## config.mk

```make
export PLATFORM = sky130hd
export DESIGN_NAME = sdram_access_arbiter
export DESIGN_NICKNAME = d
export VERILOG_FILES = /design/src/rtl/sdram_access_arbiter.sv
export SDC_FILE = /design/constraint.sdc
export NUM_CORES = 1
export LEC_CHECK = 0
export BUFFER_PORTS_ARGS = -buffer_cell sky130_fd_sc_hd__buf_2
export CAP_MARGIN = 20
export CORE_ASPECT_RATIO = 1.2
export CORE_UTILIZATION = 45
export CTS_CLUSTER_DIAMETER = 30
export DETAILED_ROUTE_END_ITERATION = 10
export PLACE_DENSITY = 0.89
export SLEW_MARGIN = 20
export SYNTH_ARGS = -nofsm -noshare
export SYNTH_HDL_FRONTEND = slang
export SYNTH_SLANG_ARGS = --single-unit
```

## constraint.sdc

```tcl
create_clock -name clk -period 2.22 [get_ports clk]
set_input_delay 0 -clock clk [delete_from_list [all_inputs] [get_ports clk]]
set_output_delay 0 -clock clk [all_outputs]
set_load 0.1 [all_outputs]
```

## src/rtl/sdram_access_arbiter.sv

```systemverilog
// SDRAM access arbiter: shares the frame buffer between scan-out reads, MCU pixel
// writes and auto-refresh. Optional read starvation guard: SDRAM_ARB_STARVE_GUARD_EN.
module sdram_access_arbiter #(
   parameter int ADDR_W         = 22,
   parameter int LEN_W          = 8,
   parameter int REFRESH_CYCLES = 780,
   parameter int MAX_WR_BURSTS  = 4
) (
   input  logic              clk,
   input  logic              RST,
   input  logic              init_done,
   input  logic              rd_req,
   input  logic              rd_urgent,
   input  logic [ADDR_W-1:0] rd_addr,
   input  logic [LEN_W-1:0]  rd_len,
   output logic              rd_ack,
   output logic              rd_done,
   input  logic              wr_req,
   input  logic [ADDR_W-1:0] wr_addr,
   input  logic [LEN_W-1:0]  wr_len,
   output logic              wr_ack,
   output logic              wr_done,
   output logic              cmd_valid,
   input  logic              cmd_ready,
   output logic [1:0]        cmd_op,
   output logic [ADDR_W-1:0] cmd_addr,
   output logic [LEN_W-1:0]  cmd_len,
   input  logic              cmd_done,
   output logic              refresh_overrun,
   output logic              busy,
   output logic [1:0]        fsm_state
);

   localparam logic [1:0] S_WAIT_INIT = 2'd0;
   localparam logic [1:0] S_IDLE      = 2'd1;
   localparam logic [1:0] S_ISSUE     = 2'd2;
   localparam logic [1:0] S_BUSY      = 2'd3;

   localparam logic [1:0] OP_WR  = 2'b00;
   localparam logic [1:0] OP_RD  = 2'b01;
   localparam logic [1:0] OP_REF = 2'b10;

   localparam int TMR_W = (REFRESH_CYCLES > 1) ? $clog2(REFRESH_CYCLES) : 1;

   logic [1:0]        state;
   logic [TMR_W-1:0]  timer;
   logic [1:0]        ref_pend;
   logic              timer_run;
   logic              tick;
   logic              accept;
   logic              accept_ref;
   logic              guard_hit;
   logic              grant;
   logic [1:0]        grant_op;
   logic [ADDR_W-1:0] grant_addr;
   logic [LEN_W-1:0]  grant_len;

   // Handshake: cmd_valid rises only in ISSUE, cmd_op/addr/len stay frozen while
   // cmd_valid=1, and the command transfers on the first edge with cmd_valid&cmd_ready.
   assign timer_run  = (state != S_WAIT_INIT) || init_done;
   assign tick       = timer_run && (timer == TMR_W'(REFRESH_CYCLES - 1));
   assign accept     = (state == S_ISSUE) && cmd_valid && cmd_ready;
   assign accept_ref = accept && (cmd_op == OP_REF);
   assign busy       = (state != S_IDLE);
   assign fsm_state  = state;

   always_ff @(posedge clk) begin
      if (RST || !timer_run) begin
         timer <= '0;
      end else if (tick) begin
         timer <= '0;
      end else begin
         timer <= timer + 1'b1;
      end
   end

   // A tick coinciding with an accepted refresh cancels out.
   always_ff @(posedge clk) begin
      if (RST) begin
         ref_pend        <= 2'd0;
         refresh_overrun <= 1'b0;
      end else begin
         case ({tick, accept_ref})
            2'b10: begin
               if (ref_pend == 2'd3) refresh_overrun <= 1'b1;
               else                  ref_pend <= ref_pend + 2'd1;
            end
            2'b01:   ref_pend <= ref_pend - 2'd1;
            default: ref_pend <= ref_pend;
         endcase
      end
   end

   always_comb begin
      grant      = 1'b0;
      grant_op   = OP_WR;
      grant_addr = '0;
      grant_len  = '0;
      if (state == S_IDLE) begin
         if (ref_pend != 2'd0) begin
            grant    = 1'b1;
            grant_op = OP_REF;
         end else if (rd_req && (rd_urgent || guard_hit)) begin
            grant      = 1'b1;
            grant_op   = OP_RD;
            grant_addr = rd_addr;
            grant_len  = rd_len;
         end else if (wr_req) begin
            grant      = 1'b1;
            grant_op   = OP_WR;
            grant_addr = wr_addr;
            grant_len  = wr_len;
         end else if (rd_req) begin
            grant      = 1'b1;
            grant_op   = OP_RD;
            grant_addr = rd_addr;
            grant_len  = rd_len;
         end
      end
   end

`ifdef SDRAM_ARB_STARVE_GUARD_EN
   localparam int CNT_W = $clog2(MAX_WR_BURSTS + 1);
   logic [CNT_W-1:0] wr_cnt;

   assign guard_hit = (wr_cnt == CNT_W'(MAX_WR_BURSTS));

   // Counts writes granted while a read waits; saturates at the limit.
   always_ff @(posedge clk) begin
      if (RST) begin
         wr_cnt <= '0;
      end else if (grant) begin
         if ((grant_op == OP_RD) || !rd_req) wr_cnt <= '0;
         else if ((grant_op == OP_WR) && !guard_hit) wr_cnt <= wr_cnt + 1'b1;
      end
   end
`else
   // Strict priority; MAX_WR_BURSTS only matters when the guard is built in.
   assign guard_hit = (MAX_WR_BURSTS < 0);
`endif

   always_ff @(posedge clk) begin
      if (RST) begin
         state     <= S_WAIT_INIT;
         cmd_valid <= 1'b0;
         cmd_op    <= 2'b00;
         cmd_addr  <= '0;
         cmd_len   <= '0;
         rd_ack    <= 1'b0;
         rd_done   <= 1'b0;
         wr_ack    <= 1'b0;
         wr_done   <= 1'b0;
      end else begin
         rd_ack  <= 1'b0;
         rd_done <= 1'b0;
         wr_ack  <= 1'b0;
         wr_done <= 1'b0;
         case (state)
            S_WAIT_INIT: if (init_done) state <= S_IDLE;
            S_IDLE: begin
               if (grant) begin
                  cmd_valid <= 1'b1;
                  cmd_op    <= grant_op;
                  cmd_addr  <= grant_addr;
                  cmd_len   <= grant_len;
                  state     <= S_ISSUE;
               end
            end
            S_ISSUE: begin
               if (accept) begin
                  cmd_valid <= 1'b0;
                  rd_ack    <= (cmd_op == OP_RD);
                  wr_ack    <= (cmd_op == OP_WR);
                  state     <= S_BUSY;
               end
            end
            S_BUSY: begin
               if (cmd_done) begin
                  rd_done <= (cmd_op == OP_RD);
                  wr_done <= (cmd_op == OP_WR);
                  state   <= S_IDLE;
               end
            end
            default: state <= S_WAIT_INIT;
         endcase
      end
   end

endmodule

```

==> flow_summary.yaml <==
sta:
  finalClockSkew_ns: 0.00909
  relSlewSlack: 0.629
  fmax_mhz: 493
  setup_viol: 0
  tightest_slew_ns: 0.560
  finalHoldViolCount: 5
  fin_crit_sh: 0.913
  drv_slew: 0
  period_needed_ns: 2.03
  holdWs_ns: -0.0296
worst_setup_path:
  cp_num_cells: 5
  crit_start: "timer[0]"
  critPathMaxFanout: 5
  worst-setup-path-type: "flip-flop to flip-flop"
  cp_slowest_stage_delay_ns: 0.51
  startpoint_type: "flip-flop"
  r2r_start: "timer[0]"
  worst_path_max_delay_cell: "or3b_2"
  crit_end: "ref_pend[1]"
  cp.required_ns: 2.42
  cp_num_buf_inv: 0
  crit_path_cell_trace: "ha_1 > or3b_2 > nor4_4 > nor4b_1 > a2111oi_2"
  reg2reg_depth: 5
  endpoint_kind: "flip-flop"
  timing.rr.end: "ref_pend[1]"
  cp_data_arrival_time_ns: 2.23
  r2r_slack_ns: 0.19
  cp_top_family: "simple AND/OR/NAND/NOR gates"
cts:
  clk_pin_slew_ns: 0.10
  cts_tree: "yes"
  h-tree-depth: 2
  cts_buffers: 5
  worstSkewPairLatency_ns: 0.31
  cts_buffer_depth: 2
  clkSinkCount: 52
  root_buffer: "clkbuf_8"
cells_and_area:
  nets: 437
  final_area_sq_um: 3220
  fillers: 296
  syn2layout_area_growth_pct: 51.1
  drive_gt1_frac: 0.368
pwr:
  p_per_area_nw_per_um2: 1160
  peakVddDrop_mv: 0.979
  power_mw: 3.74
  leakagePower_nw: 1.44
floorplan:
  ios: 109
  placeableCoreArea_sq_um: 4560
  row_count: 27
  die_w_um: 64.8
  die_y_um: 77.4
  start_util: 0.467
  dieArea_sq_um: 5010
place:
  dpl_cell_area_sq_um: 2750
  io_buffers: 108
  hpwl_um: 4110
  gp_congestion: 0.868
synthesis:
  synth_cell_types: 36
  synthesis.nets: 298
  async_flop_share: 0
  synth_flop_cell: "dfxtp_1"
  synth_seq_cells: 52
  synth_top_area_frac: 0.489
  synth_warnings: 0
  ys_top_cells_by_area: "dfxtp_1, a222oi_1, nor2_1, ha_1, xnor2_1"
  avgSynthCellArea_sq_um: 9.51
  yosysMostFrequentCell: "dfxtp_1"
  ys_seq_area_frac: 0.489
  netlist_instances: 224
  synth_area_sq_um: 2130
  synthTopCellsByCount: "dfxtp_1, nor2_1, a222oi_1, clkbuf_1, nand2_1"
  yosys.area.top_type: "dfxtp_1"
  synth-edff-count: 0
global_routing:
  grt_pass1_vias: 2627
  grt_pass1_wl_um: 14300
  overflow: 0
  grt_usage: 0.385
  grt_start_max_net_pins: 32
  grt_antenna_before_repair: 1
route:
  vias: 2621
  drt_pass1_iterations: 11
  viasPerCell: 6.20
  wirelength_um: 8780
  avgRoutedWirePerCell_um: 20.8
  ant_nets: 0
  drt_iter0_drc: 476
  drc: 3
run_status:
  violations: "DRC, hold timing"
  outcome: "finished, violations left"
hold_path:
  hp-class: "primary input to flip-flop"
flow_run:
  timing.max_cap.violations: 0
[routing by layer]
layer  wire length [um]  up-vias  global-route usage
met4                656        0               0.271
met2               4230      241               0.599
met1               2970     1194               0.410
li1                   -     1118                   -
met3                924       68               0.162
met5                  0        -              0.0568
[worst min path at each step]
stage / startpoint / to / slack (ns) / depth (start not counted)
after CTS: cmd_done / wr_done / 0.00006 / 3
final: rd_addr[1] / cmd_addr[1] / -0.03 / 3
after floorplan: wr_addr[0] / cmd_addr[0] / 0.15 / 2
after detailed placement: wr_len[6] / cmd_len[6] / 0.24 / 3
after global placement: wr_addr[9] / cmd_addr[9] / 0.24 / 3
after global routing: rd_len[5] / cmd_len[5] / 0.005 / 3
[stage by stage]
| stage | hold WS, ns | std cells | setup TNS (ns) | util | worst slack, ns |
|---|---|---|---|---|---|
| after global routing | 0.00451 | 423 | -0.0379 | 0.705 | -0.0379 |
| after CTS | 0.0000575 | 447 | 0 | 0.757 | 0.0525 |
| after global placement | 0.235 | 380 | 0 | 0.604 | 0.320 |
| final | -0.0296 | 423 | 0 | 0.705 | 0.193 |
| after floorplan | 0.146 | 224 | -0.322 | - | -0.0161 |
| after detailed placement | 0.242 | 380 | 0 | 0.604 | 0.227 |
[sequential cells by signal, indices dropped and copies added, names as in the netlist]
signal           flops
rd_ack               1
wr_ack               1
rd_done              1
cmd_addr            22
timer               10
wr_done              1
ref_pend             2
fsm_state            2
refresh_overrun      1
cmd_len              8
cmd_op               2
cmd_valid            1
[cell usage in the layout, fill, tap and decap left out, types with 2 or more instances in the layout]
cell	n
o21ai_0	2
inv_1	5
buf_6	3
nand2_1	10
xor2_1	2
a21o_1	2
dfxtp_1	49
clkbuf_8	5
ha_1	5
nand2b_1	2
a222oi_1	30
dfxtp_4	2
a21oi_1	5
dlygate4sd3_1	34
buf_4	3
nand3_1	6
nor2_1	48
xnor2_1	7
buf_2	108
nor4_1	2
nor3_1	6
[layout make-up]
class	count	area [sq um]	area share
Antenna cell	1	2.50	0.000778
Timing Repair Buffer	148	937	0.291
Inverter	7	30.0	0.00933
Multi-Input combinational cell	149	1020	0.316
Sequential cell	52	1050	0.326
Clock inverter	2	35.0	0.0109
Tap cell	58	72.6	0.0226
Clock buffer	6	72.6	0.0226
[worst min-delay path: stages]
cell,delay [ns]
buf_2,0.09
a222oi_1,0.08
nor2_1,0.08
[where the power goes]
group	internal (mW)	total, mW	switching (mW)
registers	1.08	1.21	0.126
logic	0.430	1.89	1.46
clock network	0.335	0.652	0.317
[cells by family (layout without fill, tap and decap cells)]
kind of cell,count (synthesis),count (layout),synth area share
other,0,1,0
AOI/OAI and AO/OA,47,47,0.201
and+or+nand+nor,87,87,0.197
adders and majority gates,6,6,0.0353
xor gates and xnor gates,9,9,0.0370
DFF,52,52,0.489
buffers and inverters,23,163,0.0405
[timing repair]
action / 4_1_cts / 5_1_grt
hold buffers: 59 / 2
endpoints found under the setup margin: 0 / 27
gates resized for setup: 0 / 4
hold endpoints to repair: 30 / 2
setup buffers: 0 / 0
(Power assumes the default switching activity.)
